$ cat config.mk
export PLATFORM = sky130hd
export DESIGN_NAME = fc_argmax
export DESIGN_NICKNAME = d
export VERILOG_FILES = /design/src/rtl/fc_argmax.sv
export SDC_FILE = /design/constraint.sdc
export NUM_CORES = 1
export LEC_CHECK = 0
export CAP_MARGIN = 20
export CORE_UTILIZATION = 55
export CTS_CLUSTER_SIZE = 30
export DETAILED_ROUTE_END_ITERATION = 8
export PLACE_DENSITY = 0.9
export SLEW_MARGIN = 10
export SYNTH_ARGS = -nofsm -noshare
export SYNTH_HDL_FRONTEND = slang
export SYNTH_SLANG_ARGS = --single-unit
$ cat constraint.sdc
create_clock -name clk -period 33.9 [get_ports clk]
set_input_delay 5.085 -clock clk [delete_from_list [all_inputs] [get_ports clk]]
set_output_delay 5.085 -clock clk [all_outputs]
set_load 0.05 [all_outputs]
$ cat src/rtl/fc_argmax.sv
// fc_argmax: argmax over 64 FC-layer neurons delivered as 4 beats of 16 unsigned 18-bit lanes.
// Optional macro FC_ARGMAX_TOP2_EN adds the runner-up neuron on cls2/max_val2.
module fc_argmax (
    input  logic              clk,
    input  logic              rst,
    input  logic              din_vld,
    input  logic [15:0][17:0] din,
    input  logic              tx_done,
    output logic [5:0]        cls,
    output logic [17:0]       max_val,
`ifdef FC_ARGMAX_TOP2_EN
    output logic [5:0]        cls2,
    output logic [17:0]       max_val2,
`endif
    output logic              done,
    output logic              busy
);

    typedef enum logic [1:0] {
        ST_IDLE = 2'd0,
        ST_ACC  = 2'd1,
        ST_DONE = 2'd2
    } state_t;

    // Reduction node: best lane (and runner-up when enabled), ordered by value desc, index asc.
    typedef struct packed {
        logic [17:0] m1;
        logic [3:0]  i1;
`ifdef FC_ARGMAX_TOP2_EN
        logic [17:0] m2;
        logic [3:0]  i2;
`endif
    } node_t;

    // Leaf pairs yield both the best lane and the runner-up directly from the two inputs.
    function automatic node_t leaf_pair(input logic [17:0] va, input logic [3:0] ia,
                                        input logic [17:0] vb, input logic [3:0] ib);
        node_t n;
        if (va >= vb) begin
            n.m1 = va;
            n.i1 = ia;
`ifdef FC_ARGMAX_TOP2_EN
            n.m2 = vb;
            n.i2 = ib;
`endif
        end else begin
            n.m1 = vb;
            n.i1 = ib;
`ifdef FC_ARGMAX_TOP2_EN
            n.m2 = va;
            n.i2 = ia;
`endif
        end
        return n;
    endfunction

    // Node a always covers lower lane indices than b, so a wins every tie.
    function automatic node_t merge_node(input node_t a, input node_t b);
        node_t n;
        if (a.m1 >= b.m1) begin
            n.m1 = a.m1;
            n.i1 = a.i1;
`ifdef FC_ARGMAX_TOP2_EN
            if (a.m2 >= b.m1) begin
                n.m2 = a.m2;
                n.i2 = a.i2;
            end else begin
                n.m2 = b.m1;
                n.i2 = b.i1;
            end
`endif
        end else begin
            n.m1 = b.m1;
            n.i1 = b.i1;
`ifdef FC_ARGMAX_TOP2_EN
            if (a.m1 >= b.m2) begin
                n.m2 = a.m1;
                n.i2 = a.i1;
            end else begin
                n.m2 = b.m2;
                n.i2 = b.i2;
            end
`endif
        end
        return n;
    endfunction

    state_t      r_state;
    state_t      w_state_nxt;
    logic [1:0]  r_beat;
    logic [1:0]  w_beat_nxt;
    logic        w_accept;
    logic [5:0]  r_cls;
    logic [5:0]  w_cls_nxt;
    logic [17:0] r_max;
    logic [17:0] w_max_nxt;
    logic        r_done;
    logic        r_busy;
`ifdef FC_ARGMAX_TOP2_EN
    logic [5:0]  r_cls2;
    logic [5:0]  w_cls2_nxt;
    logic [17:0] r_max2;
    logic [17:0] w_max2_nxt;
`endif

    node_t w_l1 [8];
    node_t w_l2 [4];
    node_t w_l3 [2];
    node_t w_red;

    // Four-level compare tree reducing the current beat's 16 lanes.
    always_comb begin
        for (int k = 0; k < 8; k++) begin
            w_l1[k] = leaf_pair(din[2*k], 4'(2*k), din[2*k+1], 4'(2*k+1));
        end
        for (int k = 0; k < 4; k++) begin
            w_l2[k] = merge_node(w_l1[2*k], w_l1[2*k+1]);
        end
        for (int k = 0; k < 2; k++) begin
            w_l3[k] = merge_node(w_l2[2*k], w_l2[2*k+1]);
        end
        w_red = merge_node(w_l3[0], w_l3[1]);
    end

    // Next-state logic; tx_done overrides any beat arriving in the same cycle.
    always_comb begin
        w_state_nxt = r_state;
        w_beat_nxt  = r_beat;
        w_accept    = 1'b0;
        if (tx_done) begin
            w_state_nxt = ST_IDLE;
            w_beat_nxt  = 2'd0;
        end else begin
            case (r_state)
                ST_IDLE: begin
                    if (din_vld) begin
                        w_accept    = 1'b1;
                        w_beat_nxt  = 2'd1;
                        w_state_nxt = ST_ACC;
                    end else begin
                        w_state_nxt = ST_IDLE;
                    end
                end
                ST_ACC: begin
                    if (din_vld) begin
                        w_accept   = 1'b1;
                        w_beat_nxt = r_beat + 2'd1;
                        if (r_beat == 2'd3) begin
                            w_state_nxt = ST_DONE;
                        end else begin
                            w_state_nxt = ST_ACC;
                        end
                    end else begin
                        w_state_nxt = ST_ACC;
                    end
                end
                ST_DONE: begin
                    w_state_nxt = ST_DONE;
                end
                default: begin
                    w_state_nxt = ST_IDLE;
                    w_beat_nxt  = 2'd0;
                end
            endcase
        end
    end

    // Running top-1 (and top-2) merge; earlier beats hold lower indices and win ties.
    always_comb begin
        w_cls_nxt = r_cls;
        w_max_nxt = r_max;
`ifdef FC_ARGMAX_TOP2_EN
        w_cls2_nxt = r_cls2;
        w_max2_nxt = r_max2;
`endif
        if (w_accept && (r_state == ST_IDLE)) begin
            w_max_nxt = w_red.m1;
            w_cls_nxt = {2'b00, w_red.i1};
`ifdef FC_ARGMAX_TOP2_EN
            w_max2_nxt = w_red.m2;
            w_cls2_nxt = {2'b00, w_red.i2};
`endif
        end else if (w_accept) begin
            if (w_red.m1 > r_max) begin
                w_max_nxt = w_red.m1;
                w_cls_nxt = {r_beat, w_red.i1};
`ifdef FC_ARGMAX_TOP2_EN
                if (r_max >= w_red.m2) begin
                    w_max2_nxt = r_max;
                    w_cls2_nxt = r_cls;
                end else begin
                    w_max2_nxt = w_red.m2;
                    w_cls2_nxt = {r_beat, w_red.i2};
                end
`endif
            end else begin
                w_max_nxt = r_max;
`ifdef FC_ARGMAX_TOP2_EN
                if (w_red.m1 > r_max2) begin
                    w_max2_nxt = w_red.m1;
                    w_cls2_nxt = {r_beat, w_red.i1};
                end else begin
                    w_max2_nxt = r_max2;
                end
`endif
            end
        end else begin
            w_cls_nxt = r_cls;
        end
    end

    // State and result registers; rst outranks tx_done and din_vld.
    always_ff @(posedge clk) begin
        if (rst) begin
            r_state <= ST_IDLE;
            r_beat  <= 2'd0;
            r_cls   <= 6'd0;
            r_max   <= 18'd0;
            r_done  <= 1'b0;
            r_busy  <= 1'b0;
`ifdef FC_ARGMAX_TOP2_EN
            r_cls2  <= 6'd0;
            r_max2  <= 18'd0;
`endif
        end else begin
            r_state <= w_state_nxt;
            r_beat  <= w_beat_nxt;
            r_cls   <= w_cls_nxt;
            r_max   <= w_max_nxt;
            r_done  <= (w_state_nxt == ST_DONE);
            r_busy  <= (w_state_nxt == ST_ACC);
`ifdef FC_ARGMAX_TOP2_EN
            r_cls2  <= w_cls2_nxt;
            r_max2  <= w_max2_nxt;
`endif
        end
    end

    assign cls     = r_cls;
    assign max_val = r_max;
    assign done    = r_done;
    assign busy    = r_busy;
`ifdef FC_ARGMAX_TOP2_EN
    assign cls2     = r_cls2;
    assign max_val2 = r_max2;
`endif

endmodule
# [Yosys cells after proc, flatten, opt, wreduce, memory -nomap -nowiden]
# Index checks and enable logic that the tools add are counted.
[totals] in_bits=292 elab_cells=74 output_inout_bits=26 ff_bits=30
[op_classes] n_lt_le_gt_ge=16 muxes=32 n_addsub=1 n_eq_ne=7 n_bitwise=1 n_reduce_logical=10
[ops] op="2-to-1 mux 22 bit" n=15
[ops] op="greater-or-equal comparator 18 bit" n=15
[ops] op="2-to-1 mux 18 bit" n=3
[ops] op="greater-than comparator 18 bit" n=1
[ops] op="2-to-1 mux 4 bit" n=3
[ops] op="one-hot mux 2 bit (3 select lines)" n=2
[ops] op="2-to-1 mux 2 bit" n=5
[ops] op="equality test 2 bit (second input constant)" n=3
[ops] op="OR reduction 2 bit" n=3
[ops] op="equality test 2 x 1 -> 1 bit (second input constant)" n=2
[ops] op="2-to-1 mux 1 bit" n=4
[ops] op="inequality test 2 bit (second input constant)" n=2
[ops] op="AND reduction 2 bit" n=2
[ops] op="nonzero test 2 bit" n=2
[ops] op="AND reduction 3 bit" n=1
[ops] op="adder 2 x 1 -> 2 bit (second input constant)" n=1
[ops] op="logical NOT 2 bit" n=1
[ops] op="logical AND 1 bit" n=1
[ops] op="inverter 1 bit" n=1

# [Logic depth before layout (Yosys ltp)]
[depth] depth_word=12 mapped_depth=55

# [Worst setup path after synthesis]
# OpenSTA, ideal clock, no wires.
[synth_path] path_type="input -> register" start="in din[273] in the netlist's numbering" end="reg r_max[17], in the netlist max_val[17]" required_time_ps=33756 setup_ps=144 stages=53 t_arrival_ps=15281 path_slack_ps=18475 n_path_buf=7 cell_sequence="inv_1 -> ha_1 -> a21o_1 -> a21oi_1 -> o221ai_1 -> a21oi_1 -> o31a_1 -> a21oi_1 -> clkbuf_1 -> nand2_1 -> o21ai_0 -> inv_1 -> ha_1 -> a21oi_1 -> nor2b_1 -> or4_1 -> a2111oi_1 -> nor2_1 -> [17 not listed] -> o211ai_1 -> nand2_1 -> a21boi_1 -> clkbuf_1 -> mux2i_1 -> ha_1 -> nor2b_1 -> o21a_1 -> o21a_1 -> o21ai_0 -> a21oi_1 -> a2111o_1 -> and2_1 -> or2_1 -> clkbuf_1 -> nand3b_1 -> buf_2 -> o221ai_1"
[synth_via] elab_chain_cells=11
[synth_lines] item="start, declared" line="7" text="input logic [15:0][17:0] din,"
[synth_lines] item="greater-or-equal comparator 18 bit" line="39" text="if (va >= vb) begin"
[synth_lines] item="2-to-1 mux 22 bit *" line="39"
[synth_lines] item="greater-or-equal comparator 18 bit" line="60" text="if (a.m1 >= b.m1) begin"
[synth_lines] item="2-to-1 mux 22 bit *" line="60"
[synth_lines] item="greater-or-equal comparator 18 bit" line="60"
[synth_lines] item="2-to-1 mux 22 bit *" line="60"
[synth_lines] item="greater-or-equal comparator 18 bit" line="60"
[synth_lines] item="2-to-1 mux 22 bit *" line="60"
[synth_lines] item="greater-than comparator 18 bit or 2-to-1 mux 18 bit (tied branches)" line="184" text="if (w_red.m1 > r_max) begin"
[synth_lines] item="nonzero test 2 bit (no line) or 2-to-1 mux 18 bit (tied branches)"
[synth_lines] item="AND reduction 2 bit (no line) or 2-to-1 mux 18 bit (tied branches)"
[synth_lines] item="end signal, assigned" line="229" text="r_max <= w_max_nxt;"
[synth_lines] item="end, declared" line="95" text="logic [17:0] r_max;"
# Every way passes the cells marked *; elsewhere a longest branch is shown, timed or not. The select of a mux whose other input is x is not followed.
# A chain may end at the register's enable or synchronous reset.

# [Worst setup path in the final report]
[layout_path] start="in din[165] in the netlist's numbering" end="reg r_max[9], in the netlist max_val[9]"
# Same word-level chain as after synthesis.

==> results.json <==
{
  "pin_count": 318,
  "cts_made_buffers": 5,
  "clock_sinks": 30,
  "power_per_cell_area_nw_per_um2": 56.4,
  "die_height_um": 145,
  "multi_input_area_um2": 9430,
  "layout_min_cycle_time_ns": 17.27,
  "critical-path-top-cell-by-count": "ha_1",
  "via_per_inst": 5.92,
  "net_count_reported_at_finish": 2357,
  "relative_slew_slack": 0.313,
  "route.detailed.drc": 0,
  "core_area_um2": 19700,
  "worst_setup_hold_path_clk_slew_ns": 0.05,
  "synth-edff-count": 0,
  "io_buffer_count": 317,
  "synth-async-reset-ratio": 0,
  "antenna_violating_nets_post_route": 0,
  "slowest_stage": "a222oi_1",
  "totalWireLength_um": 35700,
  "finalHoldViolCount": 0,
  "post_synth_main_area_contributors": "ha_1, mux2i_1, inv_1",
  "worst_ir_drop_vdd_uv": 69.6,
  "final_common_cell": "clkdlybuf4s50_1",
  "status": "completed",
  "h-tree-depth": 2,
  "post_cts_resized": 0,
  "grt_remaining_overflow": 0,
  "seq_area_frac_synth": 0.0537,
  "grt_setup_unrepaired": "no",
  "route.detailed.wl_per_inst_um": 17.5,
  "setup_ws_ns": 16.63,
  "worst_slew_pin_slew_ns": 1.03,
  "ys_warn_count": 0,
  "grt_pass1_vias": 11924,
  "place.detailed.hpwl_um": 30500,
  "power.total_uw": 835,
  "finalSetupViolCount": 0,
  "startpoint_type": "primary input",
  "layout.cells.most_common_list": "clkdlybuf4s50_1, ha_1, inv_1",
  "synth_cell_types": 73,
  "max_stage_delay_ns": 0.71,
  "critical_path.max_fanout": 22,
  "grt_antenna_before_repair": 1,
  "cts.root.buffer_cell": "clkbuf_16",
  "cts_tree": "done",
  "cellLeakagePower_nw": 7.54,
  "synth_flop_cell": "dfxtp_1",
  "synth_top_area_cell": "ha_1",
  "cp.required_ns": 34.01,
  "grt_use_total": 0.328,
  "syn_nets": 2064,
  "total_via_count_after_detailed_routing": 12108,
  "setup_tns_ns": 0,
  "synthesis.area_um2": 11200,
  "maximum_number_of_pins_on_one_net_before_global_route_repair": 37,
  "grt_first_pass_wirelength_um": 54400,
  "pre_cts_ws_ns": 16.06,
  "maxSlewViolCount": 0,
  "timing.max_cap.violations": 0,
  "dieWidth_um": 145,
  "first_iter_violations": 917,
  "worst_hold_class": "flop to flop",
  "endpoint_kind": "flop",
  "final_hold_slack_ns": 0.503,
  "floorplan.rows": 51,
  "worstSetupPathType": "primary input to flop",
  "fmaxAchievable_mhz": 57.9,
  "synth_seq_cells": 30,
  "cts-hold-fix-buffers": 0,
  "fillCellCount": 1421,
  "post-route-period-util": 0.509,
  "worstPathArrival_ns": 17.38,
  "postCtsSetupBuffers": 0,
  "timing.clock.skew_ns": 0.00442,
  "post_route_cells_drive_above_1_share": 0.0394,
  "seqCellArea_um2": 601,
  "area_growth_pct": 32.5,
  "drt_first_pass_iters": 7,
  "clockBufferDepth": 2,
  "syn-instance-count": 1484,
  "die_ar_um2": 20900,
  "synth_area_per_cell_um2": 7.54,
  "proportion_of_netlist_area_held_by_the_largest_area_contributor": 0.322,
  "place.gp.congestion": 1.04,
  "clkLatencyLatePin_ns": 0.28,
  "initial_util": 0.567
}
[power breakdown]
group,leakage [nW],switching (mW),internal [mW]
combinational,7.22,0.422,0.321
clock,0.0739,0.0165,0.0291
sequential,0.245,0.00448,0.0427
[critical path: cells and delay by family]
kind / cells / cell delay (ns)
AO/OA/AOI/OAI: 19 / 5.49
adder cells (fa/ha/maj): 5 / 1.38
buffers and inverters: 7 / 1.87
multiplexers: 3 / 1.05
AND/OR/NAND/NOR: 10 / 2.47
[logic make-up after synthesis]
logic type,after synthesis,share of synthesized area
and+or+nand+nor,307,0.131
AOI/OAI and AO/OA,377,0.223
buffers and inverters,309,0.108
DFF,30,0.0537
muxes,173,0.161
adders and majority gates,288,0.322
[final cells by class]
cell class                 instances  share of cell area
multi-input combinational       1145               0.637
sequential                        30              0.0405
antenna                            1            0.000169
inverter                         263              0.0666
clock buffer                       7             0.00963
clock inverter                     1            0.000338
timing repair buffer             332               0.224
tap                              265              0.0224
[state kept, by name (all words and copies together), names as in the netlist]
name,cells
done,1
max_val,18
r_beat,2
r_state,2
cls,6
busy,1
[cells in the mapped netlist (8+ instances only)]
library cell and count:
a211oi_1 16, a21o_1 38, a21oi_1 113, a222oi_1 16, a31oi_1 8, buf_2 11
clkbuf_1 28, dfxtp_1 30, ha_1 288, inv_1 263, mux2_2 11, mux2_4 11
mux2i_1 147, nand2_1 92, nand2b_1 20, nand3_1 14, nand4_1 25, nor2_1 81
nor2b_1 17, nor3_1 19, o21a_1 20, o21ai_0 81, o221ai_1 19, or3_1 17
[layer usage]
metal  global-route usage  part of all wire  wire (µm)  vias to the layer above
li1                     -                 -          -                     5934
met1                0.349              0.39      13800                     5494
met2                0.614              0.49      17400                      535
met3               0.0351             0.067       2410                      145
met4                0.204             0.059       2090                        0
met5                    0                 0          0                        -
[metrics by stage]
stage	utilization	std cells	instance area [µm²]
2_1_floorplan	-	1484	11200
3_3_place_gp	0.740	2031	14600
3_5_place_dp	0.740	2031	14600
4_1_cts	0.748	2039	14700
5_1_grt	0.751	2043	14800
6_report	0.751	2044	14800
[worst paths after layout]
check,startpoint,to,slack (ns),cells past startpoint
max,din[165],max_val[9]$_SDFFE_PP0P_,16.63,44
min,cls[1]$_SDFFE_PP0P_,cls[1]$_SDFFE_PP0P_,0.50,2
max reg2reg,max_val[11]$_SDFFE_PP0P_,max_val[9]$_SDFFE_PP0P_,30.20,11
min reg2reg,cls[1]$_SDFFE_PP0P_,cls[1]$_SDFFE_PP0P_,0.50,2
Power figures use the tool's default switching activity.
